--- src/rtl/ni_packet_injector.sv ---
// Network-interface transmitter: turns one packet command plus a payload stream into
// header/body/tail flits with even parity, paced by the router's RTS/CTS flow control.
//
// Handshakes: cmd is taken on the edge where cmd_valid && cmd_ready; a payload word is
// taken on the edge where pl_valid && pl_ready; a flit launches at edge k only when
// DCTS==1 at edge k, and RTS is high for exactly the one cycle after that edge.
module ni_packet_injector #(
  parameter int         DATA_WIDTH = 32,
  parameter logic [3:0] SRC_ADDR   = 4'b0000,
  parameter int         PID_WIDTH  = 8
) (
  input  logic                  clk,
  input  logic                  rst,
  input  logic                  cmd_valid,
  output logic                  cmd_ready,
  input  logic [3:0]            cmd_dst,
  input  logic [11:0]           cmd_len,
  input  logic                  pl_valid,
  output logic                  pl_ready,
  input  logic [27:0]           pl_data,
  output logic [DATA_WIDTH-1:0] TX,
  output logic                  RTS,
  input  logic                  DCTS,
  output logic                  busy,
  output logic                  pkt_sent,
  output logic [1:0]            dbg_state
);

  typedef enum logic [1:0] {
    IDLE = 2'd0,
    HDR  = 2'd1,
    PAY  = 2'd2
  } state_t;

  state_t                 r_state;
  state_t                 w_next;
  logic                   r_cmd_ready;
  logic [3:0]             r_dst;
  logic [11:0]            r_len;
  logic [11:0]            r_rem;
  logic [PID_WIDTH-1:0]   r_pid;
  logic [DATA_WIDTH-1:0]  r_tx;
  logic                   r_rts;
  logic                   r_pkt_sent;

  logic                   w_accept;
  logic                   w_pl_fire;
  logic                   w_is_tail;
  logic [11:0]            w_eff_len;
  logic [30:0]            w_hdr_bits;
  logic [30:0]            w_pay_bits;

  assign w_eff_len  = (cmd_len < 12'd2) ? 12'd2 : cmd_len;
  assign w_accept   = (r_state == IDLE) && cmd_valid && r_cmd_ready;
  assign pl_ready   = (r_state == PAY) && DCTS && (r_rem != 12'd0);
  assign w_pl_fire  = pl_valid && pl_ready;
  assign w_is_tail  = (r_rem == 12'd1);
  assign w_hdr_bits = {3'b001, r_len, r_dst, SRC_ADDR, r_pid};
  assign w_pay_bits = {(w_is_tail ? 3'b100 : 3'b010), pl_data};

  assign cmd_ready = r_cmd_ready;
  assign busy      = (r_state != IDLE);
  assign TX        = r_tx;
  assign RTS       = r_rts;
  assign pkt_sent  = r_pkt_sent;
  assign dbg_state = r_state;

  always_comb begin
    w_next = r_state;
    case (r_state)
      IDLE:    if (w_accept) w_next = HDR;
      HDR:     if (DCTS) w_next = PAY;
      PAY:     if (w_pl_fire && w_is_tail) w_next = IDLE;
      default: w_next = IDLE;
    endcase
  end

  always_ff @(posedge clk or negedge rst) begin
    if (!rst) begin
      r_state     <= IDLE;
      r_cmd_ready <= 1'b0;
      r_dst       <= '0;
      r_len       <= '0;
      r_rem       <= '0;
      r_pid       <= '0;
      r_tx        <= '0;
      r_rts       <= 1'b0;
      r_pkt_sent  <= 1'b0;
    end else begin
      r_state     <= w_next;
      // cmd_ready rises one cycle after reset release and tracks IDLE thereafter.
      r_cmd_ready <= (w_next == IDLE);
      r_rts       <= 1'b0;
      r_pkt_sent  <= 1'b0;
      case (r_state)
        IDLE: begin
          if (w_accept) begin
            r_dst <= cmd_dst;
            r_len <= w_eff_len;
            r_rem <= w_eff_len - 12'd1;
          end
        end
        HDR: begin
          if (DCTS) begin
            r_tx  <= {w_hdr_bits, ^w_hdr_bits};
            r_rts <= 1'b1;
          end
        end
        PAY: begin
          if (w_pl_fire) begin
            r_tx  <= {w_pay_bits, ^w_pay_bits};
            r_rts <= 1'b1;
            r_rem <= r_rem - 12'd1;
            if (w_is_tail) begin
              r_pkt_sent <= 1'b1;
              r_pid      <= r_pid + 1'b1;
            end
          end
        end
        default: ;
      endcase
    end
  end

endmodule

--- config.mk ---
export PLATFORM = sky130hd
export DESIGN_NAME = ni_packet_injector
export DESIGN_NICKNAME = d
export VERILOG_FILES = /design/src/rtl/ni_packet_injector.sv
export SDC_FILE = /design/constraint.sdc
export NUM_CORES = 1
export LEC_CHECK = 0
export BUFFER_PORTS_ARGS = -buffer_cell sky130_fd_sc_hd__clkbuf_2
export CAP_MARGIN = 10
export CORE_ASPECT_RATIO = 1.5
export CORE_MARGIN = 2
export CORE_UTILIZATION = 37
export DETAILED_ROUTE_END_ITERATION = 12
export SYNTH_ARGS = -nofsm -noshare
export SYNTH_HDL_FRONTEND = slang
export SYNTH_SLANG_ARGS = --single-unit
--- constraint.sdc ---
create_clock -name clk -period 2.25 [get_ports clk]
set_clock_uncertainty 0.2 [all_clocks]
set_input_delay 0.1125 -clock clk [delete_from_list [all_inputs] [get_ports clk]]
set_output_delay 0.1125 -clock clk [all_outputs]
set_load 0.05 [all_outputs]
### Yosys cells after proc, flatten, opt, wreduce, memory -nomap -nowiden

Cells that the tools add are included.

| storage, ports and cells | value |
|---|---|
| register bits after elaboration | 73 |
| RAM bits | 0 |
| output and inout bits | 39 |
| latch bits | 0 |
| bits in read-only memories | 0 |
| logic and storage cells | 55 |
| bits of input ports | 49 |
| memories kept | 0 |

| cells by class | value |
|---|---|
| bitwise logic cells | 0 |
| multiply operators | 0 |
| multiplexer cells | 18 |
| equality and inequality tests | 6 |
| add/sub/neg operators | 3 |
| reductions and logical operators | 18 |
| shift operators | 0 |
| magnitude comparators | 1 |
| div/mod/pow operators | 0 |

Operator list:

| operator | count |
|---|---|
| 2-to-1 mux 32 bit | 2 |
| case mux 32 bit (2 select lines) | 1 |
| parity 31 bit | 2 |
| 2-to-1 mux 12 bit | 3 |
| case mux 12 bit (2 select lines) | 1 |
| subtractor 12 x 1 -> 12 bit, second input constant | 2 |
| equality test 12 x 1 -> 1 bit, second input constant | 1 |
| less-than comparator 12 x 2 -> 1 bit, second input constant | 1 |
| nonzero test 12 bit | 1 |
| AND reduction 3 bit | 3 |
| adder 8 x 1 -> 8 bit, second input constant | 1 |
| logical AND 1 bit | 6 |
| 2-to-1 mux 2 bit | 3 |
| inequality test 2 bit, second input constant | 3 |
| case mux 2 bit (3 select lines) | 1 |
| nonzero test 2 bit | 3 |
| 2-to-1 mux 1 bit | 5 |
| logical NOT 2 bit | 2 |
| 2-to-1 mux 3 bit | 1 |
| equality test 2 x 1 -> 1 bit, second input constant | 1 |
| equality test 2 bit, second input constant | 1 |
| case mux 1 bit (2 select lines) | 1 |
| AND reduction 2 bit | 1 |

### Depth between registers and ports, before layout

| logic depth | value |
|---|---|
| depth in word-level cells | 8 |
| mapped depth | 9 |
| depth with buffers taken out | 9 |

### Worst setup path after synthesis

Ideal clock, no wire load.

| path | value |
|---|---|
| path type | register -> output |
| from | reg r_state[1], in the netlist dbg_state[1] |
| to | out pl_ready |
| path buffers | 2 |
| setup slack | -0.351 ns |
| stages on the path, launching flop included | 6 |
| arrival time | 2.289 ns |
| cells stage by stage | dfrtp_1 -> ha_1 -> buf_6 -> clkbuf_1 -> nand2_1 -> a31oi_1 |

| between the ends | value |
|---|---|
| cells in the longest elaborated chain, start to end | 3 |

Ends and longest elaborated chain:

| what | line | RTL |
|---|---|---|
| start: declaration | 35 | `state_t r_state;` |
| start signal: assignment | 90 | `r_state <= w_next;` |
| equality test 2 bit | 55 | `assign pl_ready = (r_state == PAY) && DCTS && (r_rem != 12'd0);` |
| logical AND 1 bit (2 in series) | 55 |  |
| end: declaration | 19 | `output logic pl_ready,` |

Every way passes these cells.

### Worst setup path after layout

| path | value |
|---|---|
| from | reg r_rem[1] |
| to | reg r_rem[10] |

| between the ends | value |
|---|---|
| cells in the longest elaborated chain, start to end | 5 |
| elaborated cells on any way between the ends | 8 |
| those cells by class | 1 x add/sub; 1 x eq/ne; 2 x mux; 4 x reduce/logical |

Ends and longest elaborated chain:

| what | line | RTL |
|---|---|---|
| start: declaration | 40 | `logic [11:0] r_rem;` |
| start signal: assignment | 100 | `r_rem <= w_eff_len - 12'd1;` |
| start signal: assignment | 113 | `r_rem <= r_rem - 12'd1;` |
| branches (longest 5 deep; another with subtractor 12 x 1 -> 12 bit) | -- |  |

Parallel ways; which one is timed is not known. The select of a mux whose other input is x is not followed.
A chain may end at the register's enable or synchronous reset.

==> impl_metrics.env <==
export IMPL_outcome="finished, final reports clean"
export IMPL_antenna_left=0
export IMPL_swShare_pct=43.6
export IMPL_place_inst=666
export IMPL_routed_via_density=5.05
export IMPL_postPlaceCellArea_mm2=0.00518
export IMPL_insertion_delay_ns=0.33
export IMPL_grt_max_degree=61
export IMPL_clock_fmax_ghz=0.457
export IMPL_ys_warn_count=0
export IMPL_hpwl_um=8720
export IMPL_wire_per_inst_um=16.4
export IMPL_synth_edf_count=0
export IMPL_maxCapViolCount=0
export IMPL_min_period_ns=2.19
export IMPL_arrival_ns=2.19
export IMPL_initial_utilization_pct=38.1
export IMPL_critPathRequiredTime_ns=2.26
export IMPL_cts_root_buf="clkbuf_16"
export IMPL_antenna_found_initial=0
export IMPL_synth_cell_types=57
export IMPL_criticalPathCategory="flip-flop to flip-flop"
export IMPL_row_count=47
export IMPL_worstSetupStartpointType="flip-flop"
export IMPL_grt_pass1_wl_um=19300
export IMPL_internal_power_mw=4.51
export IMPL_clkPwrFrac_pct=17.0
export IMPL_overflow=0
export IMPL_relSlewSlack_pct=68.4
export IMPL_syn_inst=404
export IMPL_ys_async_sr_fraction_pct=100
export IMPL_drt_initial_drc_count=80
export IMPL_gp_congestion=0.826
export IMPL_hold_ws_ns=0.0271
export IMPL_hold_path_class="input pin to asynchronous set/reset pin"
export IMPL_pin_count=88
export IMPL_stdcell_area_mm2=0.00607
export IMPL_critical_path_max_fanout=3
export IMPL_die_w_um=91.2
export IMPL_synth_fp_nets=463
export IMPL_grt_pass1_vias=3889
export IMPL_core_mm2=0.0111
export IMPL_endpoint_kind="flip-flop"
export IMPL_ys_flop_type="dfrtp_1"
export IMPL_seq_power_share_pct=28.0
export IMPL_fin_crit_sh_pct=97.3
export IMPL_fillers=1020
export IMPL_powerDensity_mw_per_mm2=1320
export IMPL_die_area_mm2=0.0123
export IMPL_finalHoldViolCount=0
export IMPL_cts_sinks=73
export IMPL_drt_total_wl_um=12000
export IMPL_tritoncts="built"
export IMPL_netlist_area_mm2=0.00422
export IMPL_htreeDepth=3
export IMPL_comb_power_share_pct=55.0
export IMPL_slew_violations=0
export IMPL_die_h_um=135
export IMPL_final_core_util_pct=54.9
export IMPL_insertedDiodeCount=0
export IMPL_final_common_cell="clkbuf_2"
export IMPL_port_buffers=87
export IMPL_layout_common_cells="85 x clkbuf_2, 71 x dfrtp_1, 56 x nand2_1, 48 x buf_4, 45 x dlygate4sd3_1"
export IMPL_numCtsBuffers=9
export IMPL_setup_viol=0
export IMPL_clockBufferDepth=2
export IMPL_synthToLayoutAreaGrowth_pct=44.0
export IMPL_leakage_nw=2.67
export IMPL_synth_seq_cells=73
export IMPL_clk_pin_slew_ns=0.06
export IMPL_syn_area_per_cell_um2=10.4
export IMPL_setup_tns_ns=0
export IMPL_drt_first_pass_iters=4
export IMPL_nNetsFinal=642
export IMPL_drcViolationCount=0
export IMPL_ir_drop_mv=0.770
export IMPL_final_layout_size_suffix_gt1_share_pct=35.8
export IMPL_seq_area_frac_synth_pct=43.3
export IMPL_tightest_slew_ns=0.472
export IMPL_switching_power_mw=3.50
export IMPL_instances_no_fill=734
export IMPL_vias=3705
export IMPL_grt_usage_pct=20.1
-- metrics by stage --
step | power (mW) | worst slack, ns
global route | 8.51 | -0.0305
finish | 8.01 | 0.0614
floorplan | 5.31 | -0.00386
CTS | 7.90 | 0.00741
detailed placement | 6.44 | -0.183
global placement | 6.37 | -0.0710
-- critical path, stage by stage, from the launching register on --
cell	delay, ns
dfrtp_1	0.38
inv_1	0.09
ha_2	0.18
nor3b_4	0.28
buf_6	0.15
nand2_2	0.06
o31a_1	0.23
o21bai_1	0.15
a221o_1	0.34
-- state kept, by name, indices dropped and copies added (netlist names) --
| signal | count |
|---|---|
| r_dst | 4 |
| RTS | 1 |
| r_rem | 12 |
| r_pid | 8 |
| dbg_state | 2 |
| pkt_sent | 1 |
| TX | 32 |
| r_len | 12 |
| cmd_ready | 1 |
-- final timing paths --
check                       startpoint           end  slack [ns]  cells past startpoint
hold / removal                     rst  dbg_state[0]        0.03                      2
setup / recovery              r_rem[1]     r_rem[10]        0.06                      8
max in group asynchronous          rst      r_len[1]        1.23                      3
hold reg to reg                  TX[2]         TX[2]        0.28                      2
setup reg to reg              r_rem[1]     r_rem[10]        0.06                      8
min in group clk           cmd_len[11]     r_rem[11]        0.05                      4
-- layout make-up --
type	count	area, um^2	area share [%]
repair buffers	183	1330	21.9
well taps	147	184	3.03
clock inverters	2	12.5	0.206
clock buffers	13	270	4.45
multi-input cells	308	2410	39.7
flip-flops and latches	73	1830	30.1
inverters	8	33.8	0.556
-- cells in the mapped netlist (all sizes together), types with 7 or more instances --
master,count,area [um^2]
ha,10,125
nand3,7,35.0
inv,8,30.0
mux2,14,158
clkbuf,10,47.5
mux2i,26,260
dfrtp,73,1830
xnor2,42,368
nor2,16,60.1
o21ai,43,219
a221oi,8,76.3
nand2,58,218
a21oi,11,55.1
nor3,11,82.6
-- metal layers --
| layer | part of all wire, % | GRT usage, % | vias to the layer above |
|---|---|---|---|
| li1 | - | - | 1804 |
| met1 | 41 | 22.5 | 1810 |
| met2 | 55 | 38.1 | 79 |
| met3 | 3.1 | 3.79 | 12 |
| met4 | 1.6 | 6.31 | 0 |
| met5 | 0 | 0 | - |
-- kinds of logic (layout without fill, tap and decap cells) --
family | count (synthesis) | after routing | synth area share (%)
AOI/OAI and AO/OA | 81 | 81 | 12.2
xor gates and xnor gates | 54 | 54 | 13.2
adders and majority gates | 10 | 10 | 2.97
buffers and inverters | 23 | 206 | 2.58
DFF | 73 | 73 | 43.3
muxes | 40 | 40 | 9.91
and+or+nand+nor | 123 | 123 | 15.8
-- power groups by stage --
stage,Clock (mW),Combinational (mW),Sequential (mW)
CTS,1.39,4.26,2.24
global placement,0,4.12,2.25
global route,1.45,4.74,2.32
floorplan,0,2.32,2.99
finish,1.36,4.40,2.24
detailed placement,0,4.19,2.26
-- timing repair --
action | CTS | global route
pin swaps | 0 | 3
gates cloned | 0 | 1
hold endpoints to repair | 118 | 0
buffers inserted | 0 | 7
gates resized for setup | 1 | 16
hold buffers | 45 | 0
setup endpoints to repair | 3 | 8
Note: power is estimated with default switching activity, not from simulation.
